--- src/rtl/keypad_psswrd_entry_pkg.sv ---
// Shared state encoding and key codes for the keypad password entry block.
// Used by keypad_psswrd_entry and its optional timeout counter.
package keypad_psswrd_entry_pkg;

    typedef enum logic [2:0] {
        IDLE = 3'd0,
        D1   = 3'd1,
        D2   = 3'd2,
        SEND = 3'd3,
        ERR  = 3'd4
    } state_t;

    localparam logic [3:0] KEY_CLEAR = 4'hA;
    localparam logic [3:0] KEY_ENTER = 4'hB;

    function automatic logic is_digit(input logic [3:0] code);
        return (code <= 4'd9);
    endfunction

endpackage

--- src/rtl/keypad_timeout_cnt.sv ---
// Inactivity counter: clears on any key, counts while digits are held.
// expired is asserted combinationally when the count hits TIMEOUT_CYCLES-1.
module keypad_timeout_cnt #(
    parameter logic [15:0] TIMEOUT_CYCLES = 16'd1000
) (
    input  logic clk,
    input  logic rst,
    input  logic clr,
    input  logic en,
    output logic expired
);

    logic [15:0] cnt_reg;

    always_ff @(posedge clk) begin
        if (rst) begin
            cnt_reg <= 16'd0;
        end else if (clr) begin
            cnt_reg <= 16'd0;
        end else if (en) begin
            cnt_reg <= cnt_reg + 16'd1;
        end
    end

    assign expired = en && (cnt_reg == (TIMEOUT_CYCLES - 16'd1));

endmodule

--- src/rtl/keypad_psswrd_entry.sv ---
// Two-digit keypad password entry FSM producing an 8-bit attempt and a try pulse.
// Optional inactivity timeout enabled by defining KEYPAD_TIMEOUT_EN.
module keypad_psswrd_entry
    import keypad_psswrd_entry_pkg::*;
#(
    parameter logic [15:0] TIMEOUT_CYCLES = 16'd1000
) (
    input  logic       clk,
    input  logic       rst,
    input  logic       key_valid,
    input  logic [3:0] key_code,
    output logic [7:0] psswrd_atmpt,
    output logic       try_psswrd,
    output logic [1:0] digit_count,
    output logic       entry_error
);

    state_t     state_reg, state_next;
    logic [7:0] value_reg, value_next;
    logic [7:0] atmpt_reg, atmpt_next;
    logic       timeout_expired;
    logic       held_state;

    assign held_state = (state_reg == D1) || (state_reg == D2) || (state_reg == ERR);

`ifdef KEYPAD_TIMEOUT_EN
    keypad_timeout_cnt #(
        .TIMEOUT_CYCLES(TIMEOUT_CYCLES)
    ) u_timeout (
        .clk    (clk),
        .rst    (rst),
        .clr    (key_valid),
        .en     (held_state),
        .expired(timeout_expired)
    );
`else
    logic unused_timeout_cfg;
    assign unused_timeout_cfg = ^TIMEOUT_CYCLES ^ held_state;
    assign timeout_expired    = 1'b0;
`endif

    always_ff @(posedge clk) begin
        if (rst) begin
            state_reg <= IDLE;
            value_reg <= 8'd0;
            atmpt_reg <= 8'd0;
        end else begin
            state_reg <= state_next;
            value_reg <= value_next;
            atmpt_reg <= atmpt_next;
        end
    end

    // value_reg accumulates the held digits as a binary number (max 99).
    always_comb begin
        state_next = state_reg;
        value_next = value_reg;
        atmpt_next = atmpt_reg;
        case (state_reg)
            IDLE: begin
                if (key_valid && is_digit(key_code)) begin
                    value_next = {4'd0, key_code};
                    state_next = D1;
                end
            end
            D1, D2: begin
                if (key_valid) begin
                    if (is_digit(key_code)) begin
                        if (state_reg == D1) begin
                            value_next = value_reg * 8'd10 + {4'd0, key_code};
                            state_next = D2;
                        end else begin
                            value_next = 8'd0;
                            state_next = ERR;
                        end
                    end else if (key_code == KEY_ENTER) begin
                        atmpt_next = value_reg;
                        value_next = 8'd0;
                        state_next = SEND;
                    end else if (key_code == KEY_CLEAR) begin
                        value_next = 8'd0;
                        state_next = IDLE;
                    end
                end
            end
            SEND: begin
                value_next = 8'd0;
                state_next = IDLE;
            end
            ERR: begin
                if (key_valid && (key_code == KEY_CLEAR)) begin
                    state_next = IDLE;
                end
            end
            default: begin
                value_next = 8'd0;
                state_next = IDLE;
            end
        endcase
        // A keystroke counts as activity, so it wins over a simultaneous timeout.
        if (timeout_expired && !key_valid) begin
            value_next = 8'd0;
            state_next = IDLE;
        end
    end

    always_comb begin
        digit_count = 2'd0;
        case (state_reg)
            D1:      digit_count = 2'd1;
            D2:      digit_count = 2'd2;
            default: digit_count = 2'd0;
        endcase
    end

    assign try_psswrd   = (state_reg == SEND);
    assign entry_error  = (state_reg == ERR);
    assign psswrd_atmpt = atmpt_reg;

endmodule

--- config.mk ---
export PLATFORM = sky130hd
export DESIGN_NAME = keypad_psswrd_entry
export DESIGN_NICKNAME = d
export VERILOG_FILES = /design/src/rtl/keypad_psswrd_entry_pkg.sv /design/src/rtl/keypad_timeout_cnt.sv /design/src/rtl/keypad_psswrd_entry.sv
export SDC_FILE = /design/constraint.sdc
export NUM_CORES = 1
export LEC_CHECK = 0
export CORE_MARGIN = 2
export CORE_UTILIZATION = 40
export CTS_CLUSTER_DIAMETER = 150
export DETAILED_ROUTE_END_ITERATION = 10
export SLEW_MARGIN = 10
export SYNTH_ARGS = -nofsm -noshare
export SYNTH_HDL_FRONTEND = slang
export SYNTH_SLANG_ARGS = --single-unit
--- constraint.sdc ---
create_clock -name clk -period 5.8 [get_ports clk]
set_input_delay 0.87 -clock clk [delete_from_list [all_inputs] [get_ports clk]]
set_output_delay 0.87 -clock clk [all_outputs]
set_load 0.01 [all_outputs]
* Yosys cells after proc, flatten, opt, wreduce, memory -nomap -nowiden
Cells that the tools add are included.
** Cells by class
- Add/sub/neg operators :: 1
- Order comparisons :: 1
- Muxes and demuxes :: 16
- Bitwise gates (word level) :: 2
- Multipliers :: 1
- Equality and inequality tests :: 10
- Reduce and logical (&&, ||, !) cells :: 7
** Operators with widths (count)
- $mux W8 :: 6
- $pmux W8 S3 :: 1
- $mux W3 :: 7
- $reduce_and A4 Y1 :: 3
- $pmux W3 S3 :: 1
- $add A8 B4 Y8 :: 1
- $eq A4 B4 Y1 const B :: 2
- $mul A8 B3 Y7 const B :: 1
- $eq A3 B2 Y1 const B :: 2
- $le A4 B4 Y1 const B :: 1
- $ne A2 B2 Y1 const B :: 2
- $ne A4 B4 Y1 const B :: 1
- $pmux W2 S2 :: 1
- $eq A3 B1 Y1 const B :: 1
- $eq A3 B3 Y1 const B :: 1
- $logic_not A3 Y1 :: 1
- $logic_and A1 B1 Y1 :: 2
- $ne A2 B1 Y1 const B :: 1
- $not A1 Y1 :: 2
- $reduce_or A2 Y1 :: 1
** Storage, ports and cells
- Output and inout port bits :: 12
- Flip-flop bits (word level) :: 19
- Input bits :: 7
- Logic and storage cells :: 41

* Depth between registers and ports, before layout
- Word-level depth :: 6
- Mapped depth :: 9
- Mapped depth without buffers :: 9

* Worst setup path after synthesis
OpenSTA, ideal clock, no wires.
- Kind :: input to register
- From :: in key_code[1]
- To :: reg value_reg[7]
- Arrival time :: 2.257 ns
- Path slack :: 3.442 ns
- Stages on the path :: 7
- Library setup time :: 0.101 ns
- Path buffers :: 0
- Cells stage by stage :: ha_1 > fa_1 > a21o_1 > and3b_1 > xnor2_1 > xnor2_1 > o41ai_1
** Between the ends
- Word-level cells in the longest chain between the ends :: 5
- Elaborated cells between the ends (all ways) :: 13
- Classes of those cells :: 1 x add/sub; 1 x order compare; 4 x eq/ne; 5 x mux; 2 x reduce/logical
** Ends and longest elaborated chain
- start: declaration :: RTL line keypad_psswrd_entry.sv:11 : input logic [3:0] key_code,
- $add A8 B4 Y8 / $eq A4 B4 Y1 (equally long branches) :: RTL line keypad_psswrd_entry.sv:70, keypad_psswrd_entry.sv:76
- $mux W8 (on tied branches) :: RTL line keypad_psswrd_entry.sv:69, keypad_psswrd_entry.sv:76
- $mux W8 :: RTL line keypad_psswrd_entry.sv:68 : if (is_digit(key_code)) begin
- $mux W8 :: RTL line keypad_psswrd_entry.sv:67 : if (key_valid) begin
- $pmux W8 S3 :: RTL line keypad_psswrd_entry.sv:59 : case (state_reg)
- end signal: assignment :: RTL line keypad_psswrd_entry.sv:49 : value_reg <= value_next;
- end: declaration :: RTL line keypad_psswrd_entry.sv:19 : logic [7:0] value_reg, value_next;
Several ways; a longest one is shown, not always the timed one. The select of a mux whose other input is x is not followed.
A chain may end at the register's enable or synchronous reset.

* Worst setup path after layout
- From :: reg state_reg[2]
- To :: out entry_error
** Between the ends
- Word-level cells in the longest chain between the ends :: 1
** Ends and longest elaborated chain
- start: declaration :: RTL line keypad_psswrd_entry.sv:18 : state_t state_reg, state_next;
- start signal: assignment :: RTL line keypad_psswrd_entry.sv:48 : state_reg <= state_next;
- $eq A3 B3 Y1 :: RTL line keypad_psswrd_entry.sv:117 : assign entry_error = (state_reg == ERR);
- end: declaration :: RTL line keypad_psswrd_entry.sv:15 : output logic entry_error
No other way between the ends.

==> flow_summary.yaml <==
critical_path:
  ff2ff_path_depth: 9
  critical_path.endpoint: "entry_error"
  critical_path_class: "register to primary output"
  critical_path.startpoint_type: "register"
  reg2reg_slack_ps: 3420
  r2r-end: "value_reg[7]"
  startpoint: "state_reg[2]"
  critPathArrivalTime_ps: 1830
  worstPathRequired_ps: 4930
  cp-end-kind: "primary output"
  r2r-start: "value_reg[1]"
  worstPathMaxFanout: 7
floorplanning:
  die_h_um: 59.8
  start_util_pct: 41.5
  rows: 20
  core_area_um2: 3000
  io_pins: 19
  die_area_um2: 3570
  die_x_um: 59.8
layout:
  final_common_cell: "dfxtp_1"
  num_antenna_cells: 0
  stdcell_area_um2: 1450
  final_cells: 180
  synthToLayoutAreaGrowth_pct: 16.3
  drive_gt1_share_pct: 10.9
  mostFrequentLayoutCells: "dfxtp_1 (19), clkdlybuf4s50_1 (18), nor2_1 (12), mux2i_1 (10), ha_1 (10)"
  nets: 167
  fillers: 304
yosys:
  ys_async_sr_fraction_pct: 0
  synth_edf_count: 0
  synth_ff_type: "dfxtp_1"
  avgSynthCellArea_um2: 9.50
  ys_seq_area_share_pct: 30.6
  ys_ff_latch: 19
  yosys_warnings: 0
  syn_area_um2: 1240
  syn_nets: 150
  yosysUniqueCellTypes: 41
  syn_inst: 131
clock_network:
  tritoncts: "built"
  clock_path_buffers: 2
  cts_root_buffer: "clkbuf_4"
  clk_latency_ps: 290
  clk_pin_slew_ps: 110
  numCtsBuffers: 3
  cts.repair.resized: 0
  htree_levels: 1
  cts.sinks: 19
  hold_buffers: 0
  cts_setup_buffers: 0
placement:
  place_worst_setup_slack_ps: 2820
  dp.cells: 176
  dp_hpwl_um: 1950
  dpl_cell_area_um2: 1420
  port_buffers: 18
  place.gp.congestion: 0.883
detailed_routing:
  ant_nets: 0
  via_per_inst: 5.36
  vias: 965
  drt-initial-drc-count: 27
  drt_pass1_iterations: 4
  post_drt_wl_per_cell_um: 13.4
  drc: 0
  totalWireLength_um: 2420
sta:
  clock_skew_ps: 9.08
  slew_headroom_pct: 55.4
  rsz0062_at_grt: "no"
  fin_setup_tns_ps: 0
  fin_hold_ws_ps: 490
  layout_setup_ws_ps: 3100
  setup_viol: 0
  timing_hold_violations_final: 0
  tightest_slew_ps: 667
  max_freq_mhz: 370
  period_needed_ps: 2700
  fin_crit_sh_pct: 46.6
  slew_viol_final: 0
power:
  switching_share_pct: 40.1
  p_int_w: 0.000304
  pwr-share-seq_pct: 35.8
  p_sw_w: 0.000203
  p_leak_nw: 0.650
  vdd_drop_max_v: 0.000125
  power_density_nw_per_um2: 350
  p_comb_share_pct: 51.7
  power.share.clock_pct: 12.5
global_route:
  overflow: 0
  grt_pass1_vias: 880
  grt_pass1_wl_um: 4070
  antenna_found_initial: 0
  grt_max_degree: 21
  grt_usage_pct: 15.1
flow_run:
  max_cap_violations: 0
min_path:
  worstHoldStart: "value_reg[6]"
  hold_path.class: "register to register"
run_status:
  status: "finished clean"
==> metal layers <==
layer	GRT usage (%)	vias up	part of all wire [%]
li1	-	497	-
met1	21.6	456	49
met2	22.7	10	48
met3	2.60	2	1.5
met4	5.71	0	1.0
met5	0	-	0
==> worst min-delay path by stage <==
stage / depth (start not counted) / slack [ps] / endpoint
4_1_cts: 2 / 490 / value_reg[6]
6_report: 2 / 490 / value_reg[6]
3_5_place_dp: 2 / 470 / value_reg[6]
2_1_floorplan: 2 / 450 / value_reg[5]
5_1_grt: 2 / 520 / value_reg[6]
3_3_place_gp: 2 / 470 / psswrd_atmpt[2]
==> synth_stat cells, types with 2 or more instances <==
| master | number | area share [%] |
|---|---|---|
| fa_1 | 2 | 3.2 |
| xnor2_1 | 7 | 4.9 |
| xor2_1 | 2 | 1.4 |
| a21oi_1 | 6 | 2.4 |
| nand2_1 | 8 | 2.4 |
| and2_2 | 2 | 1.2 |
| o21ai_0 | 3 | 1.2 |
| a221oi_1 | 2 | 1.4 |
| nand3b_1 | 2 | 1.2 |
| nor2_1 | 12 | 3.6 |
| buf_4 | 2 | 1.2 |
| buf_6 | 2 | 1.8 |
| ha_1 | 10 | 10 |
| nand3_1 | 2 | 0.80 |
| inv_1 | 5 | 1.5 |
| dfxtp_1 | 19 | 31 |
| or3_1 | 2 | 1.0 |
| nor3_1 | 3 | 1.2 |
| mux2i_1 | 10 | 8.0 |
| nor2b_1 | 2 | 1.0 |
| nor3b_1 | 4 | 2.4 |
| a21o_1 | 5 | 3.0 |
==> power by group through the flow <==
stage                     registers [W]  logic [W]  clock network [W]
final                          0.000182   0.000262          0.0000634
after global routing           0.000186   0.000296          0.0000707
after floorplan                0.000165   0.000233                  0
after CTS                      0.000182   0.000265          0.0000674
after detailed placement       0.000185   0.000263                  0
after global placement         0.000183   0.000259                  0
==> worst max-delay path, cell delays in order (launching register included) <==
cell and delay, ps:
dfxtp_1 490, nor3b_1 430, clkdlybuf4s50_1 620
==> per-stage QoR <==
step                      util (%)  total power [W]
final                         48.2         0.000507
after detailed placement      47.3         0.000448
after floorplan                  -         0.000398
after global routing          48.2         0.000553
after CTS                     48.2         0.000514
after global placement        47.3         0.000442
==> kinds of logic (layout without fill, tap and decap cells) <==
kind of cell / count (synthesis) / after routing / share of synthesized area [%]
compound gates: 22 / 22 / 13.3
flops: 19 / 19 / 30.6
buf+inv: 11 / 27 / 5.23
simple gates: 47 / 47 / 22.4
mux: 11 / 11 / 8.94
xor+xnor: 9 / 9 / 6.33
fa+ha+maj: 12 / 12 / 13.3
==> cell type report <==
class | instances | area, um^2 | area share (%)
Inverter | 5 | 18.8 | 1.30
Clock buffer | 3 | 22.5 | 1.56
Timing Repair Buffer | 18 | 180 | 12.4
Multi-Input combinational cell | 101 | 800 | 55.2
Clock inverter | 1 | 5.00 | 0.346
Tap cell | 33 | 41.3 | 2.85
Sequential cell | 19 | 380 | 26.3
Note: power is estimated with default switching activity, not from simulation.
==> RTL edit: new RTL, same settings <==
The 5 states of `state_t` get a one-hot encoding in 5 bits.
--- a/src/rtl/keypad_psswrd_entry_pkg.sv
+++ b/src/rtl/keypad_psswrd_entry_pkg.sv
@@ -2,12 +2,12 @@
 // Used by keypad_psswrd_entry and its optional timeout counter.
 package keypad_psswrd_entry_pkg;
 
-    typedef enum logic [2:0] {
-        IDLE = 3'd0,
-        D1   = 3'd1,
-        D2   = 3'd2,
-        SEND = 3'd3,
-        ERR  = 3'd4
+    typedef enum logic [4:0] {
+        IDLE = 5'b00001,
+        D1   = 5'b00010,
+        D2   = 5'b00100,
+        SEND = 5'b01000,
+        ERR  = 5'b10000
     } state_t;
 
     localparam logic [3:0] KEY_CLEAR = 4'hA;
Formal check against the unedited RTL: no difference found for any inputs over 10 cycles, from zero or initial values and one cycle with rst high; not proved beyond that.
==> RTL edit against the unedited design <==
  * Sequential cell count rose by 2
  * Count of clock-buffer cells in the layout unchanged
  * Design area is 7.0% higher
  * Sequential power up 9%
  * Power up 2.2%
  * Final cell count up 10%
  * Setup slack worse by 0.24 ns
  * Global-route usage rose by 2.5 points
  * Wire length increased by 14%
  * Synthesized area is 5.1% higher
  * Sequential share of layout area increased by 0.87 points
  * Critical path type unchanged
  * Largest cell class unchanged
  * Highest routed layer unchanged
==> RTL edit: results (changes against the unedited design) <==
* Synth Area in Compound Gates at 0.211 (+0.0786)
* XOR/XNOR Fraction of Synth Area at 0.0602 (-0.00309)
* Tot GR Track Use at 0.176 (+0.0246)
* Critical Path AT at 2.07 ns (+0.24 ns)
* Signal buf overhead at 0.116 (-0.00814)
* Largest net degree at the start of global routing at 23 (+9.5%)
* Comb_multi_in at 106 (+5.0%)
* Synth top cells by count: 21 x dfxtp_1, 16 x nor2_1, 10 x ha_1
* HP Start: value_reg[7]
* Worst reg-to-reg path cell count at 8 (-1)
* WHS at 0.499 ns (+0.00904 ns)
* Relative slew slack at 0.493 (-0.0610)
* Mux share of post-synthesis cell area at 0.0688 (-0.0206)
* Slowest CP cell: clkdlybuf4s50_1
* Distinct cells, synth at 43 (+4.9%)
* Area of the multi-input gates at 847 sq um (+5.9%)
* WL/cell at 13.9 um (+3.6%)
* Filler Cell Count at 299 (-1.6%)
* Post-Route WL at 2.76 mm (+14%)
* Reg area at 420 sq um (+11%)
* Final nets at 174 (+4.2%)
* Sequential cells at 21 (+2)
* Cell family with most CP delay: simple AND/OR/NAND/NOR gates
* Worst Setup SP: state_reg[1]
* Clock skew at 0.00872 ns (-0.000359 ns)
* Total number of vias at 1,043 (+8.1%)
* Worst Hold Path EP: value_reg[7]
* Dpl cells at 194 (+10%)
* VDD IR max at 0.000131 V (+4.4%)
* DR iter-0 viols at 33 (+22%)
* Outcome: complete, no violations
* Reg2Reg Setup Slack at 3.24 ns (-0.18 ns)
* Syn nets at 154 (+2.7%)
* Post-synthesis sequential area ratio at 0.321 (+0.0157)
* First-pass GRT wire length at 4.75 mm (+17%)
* RePlAce Congestion at 0.840 (-4.8%)
* Clock network area share at 0.0178 (-0.00124)
* Top cells by area, synth: dfxtp_1 32%, ha_1 9.6%, mux2i_1 6.9%, nor2_1 4.6%, xnor2_1 4.0%
* Layout cell share with drive strength beyond 1 at 0.0909 (-0.0179)
* Synth Instances at 135 (+3.1%)
* Adder-cell share of the synthesized area at 0.126 (-0.00647)
RTL edit: report_power, final:
group / total (uW) / internal [uW] / switching [uW]
combinational: 252 / 112 / 140
sequential: 198 / 164 / 33.9
clock: 67.9 / 25.7 / 42.3
total: 518 / 302 / 216
RTL edit: worst max-delay path by stage:
stage                         to  slack [ns]
floorplan           value_reg[7]        3.55
global placement    value_reg[7]        2.86
detailed placement  value_reg[7]        2.85
CTS                   try_psswrd        2.84
global route          try_psswrd        2.76
finish                try_psswrd        2.86
RTL edit: metrics by stage:
stage                     instance area (sq um)  setup slack (ns)
after floorplan                            1310              3.55
after global placement                     1520              2.86
after detailed placement                   1520              2.85
after CTS                                  1550              2.84
after global routing                       1550              2.76
final                                      1550              2.86
RTL edit: per-layer routing:
layer  vias to the layer above  GRT usage  share of wire
met3                         2     0.0273          0.038
li1                        530          -              -
met4                         0     0.0932          0.012
met1                       488      0.256           0.52
met5                         -          0              0
met2                        23      0.248           0.43
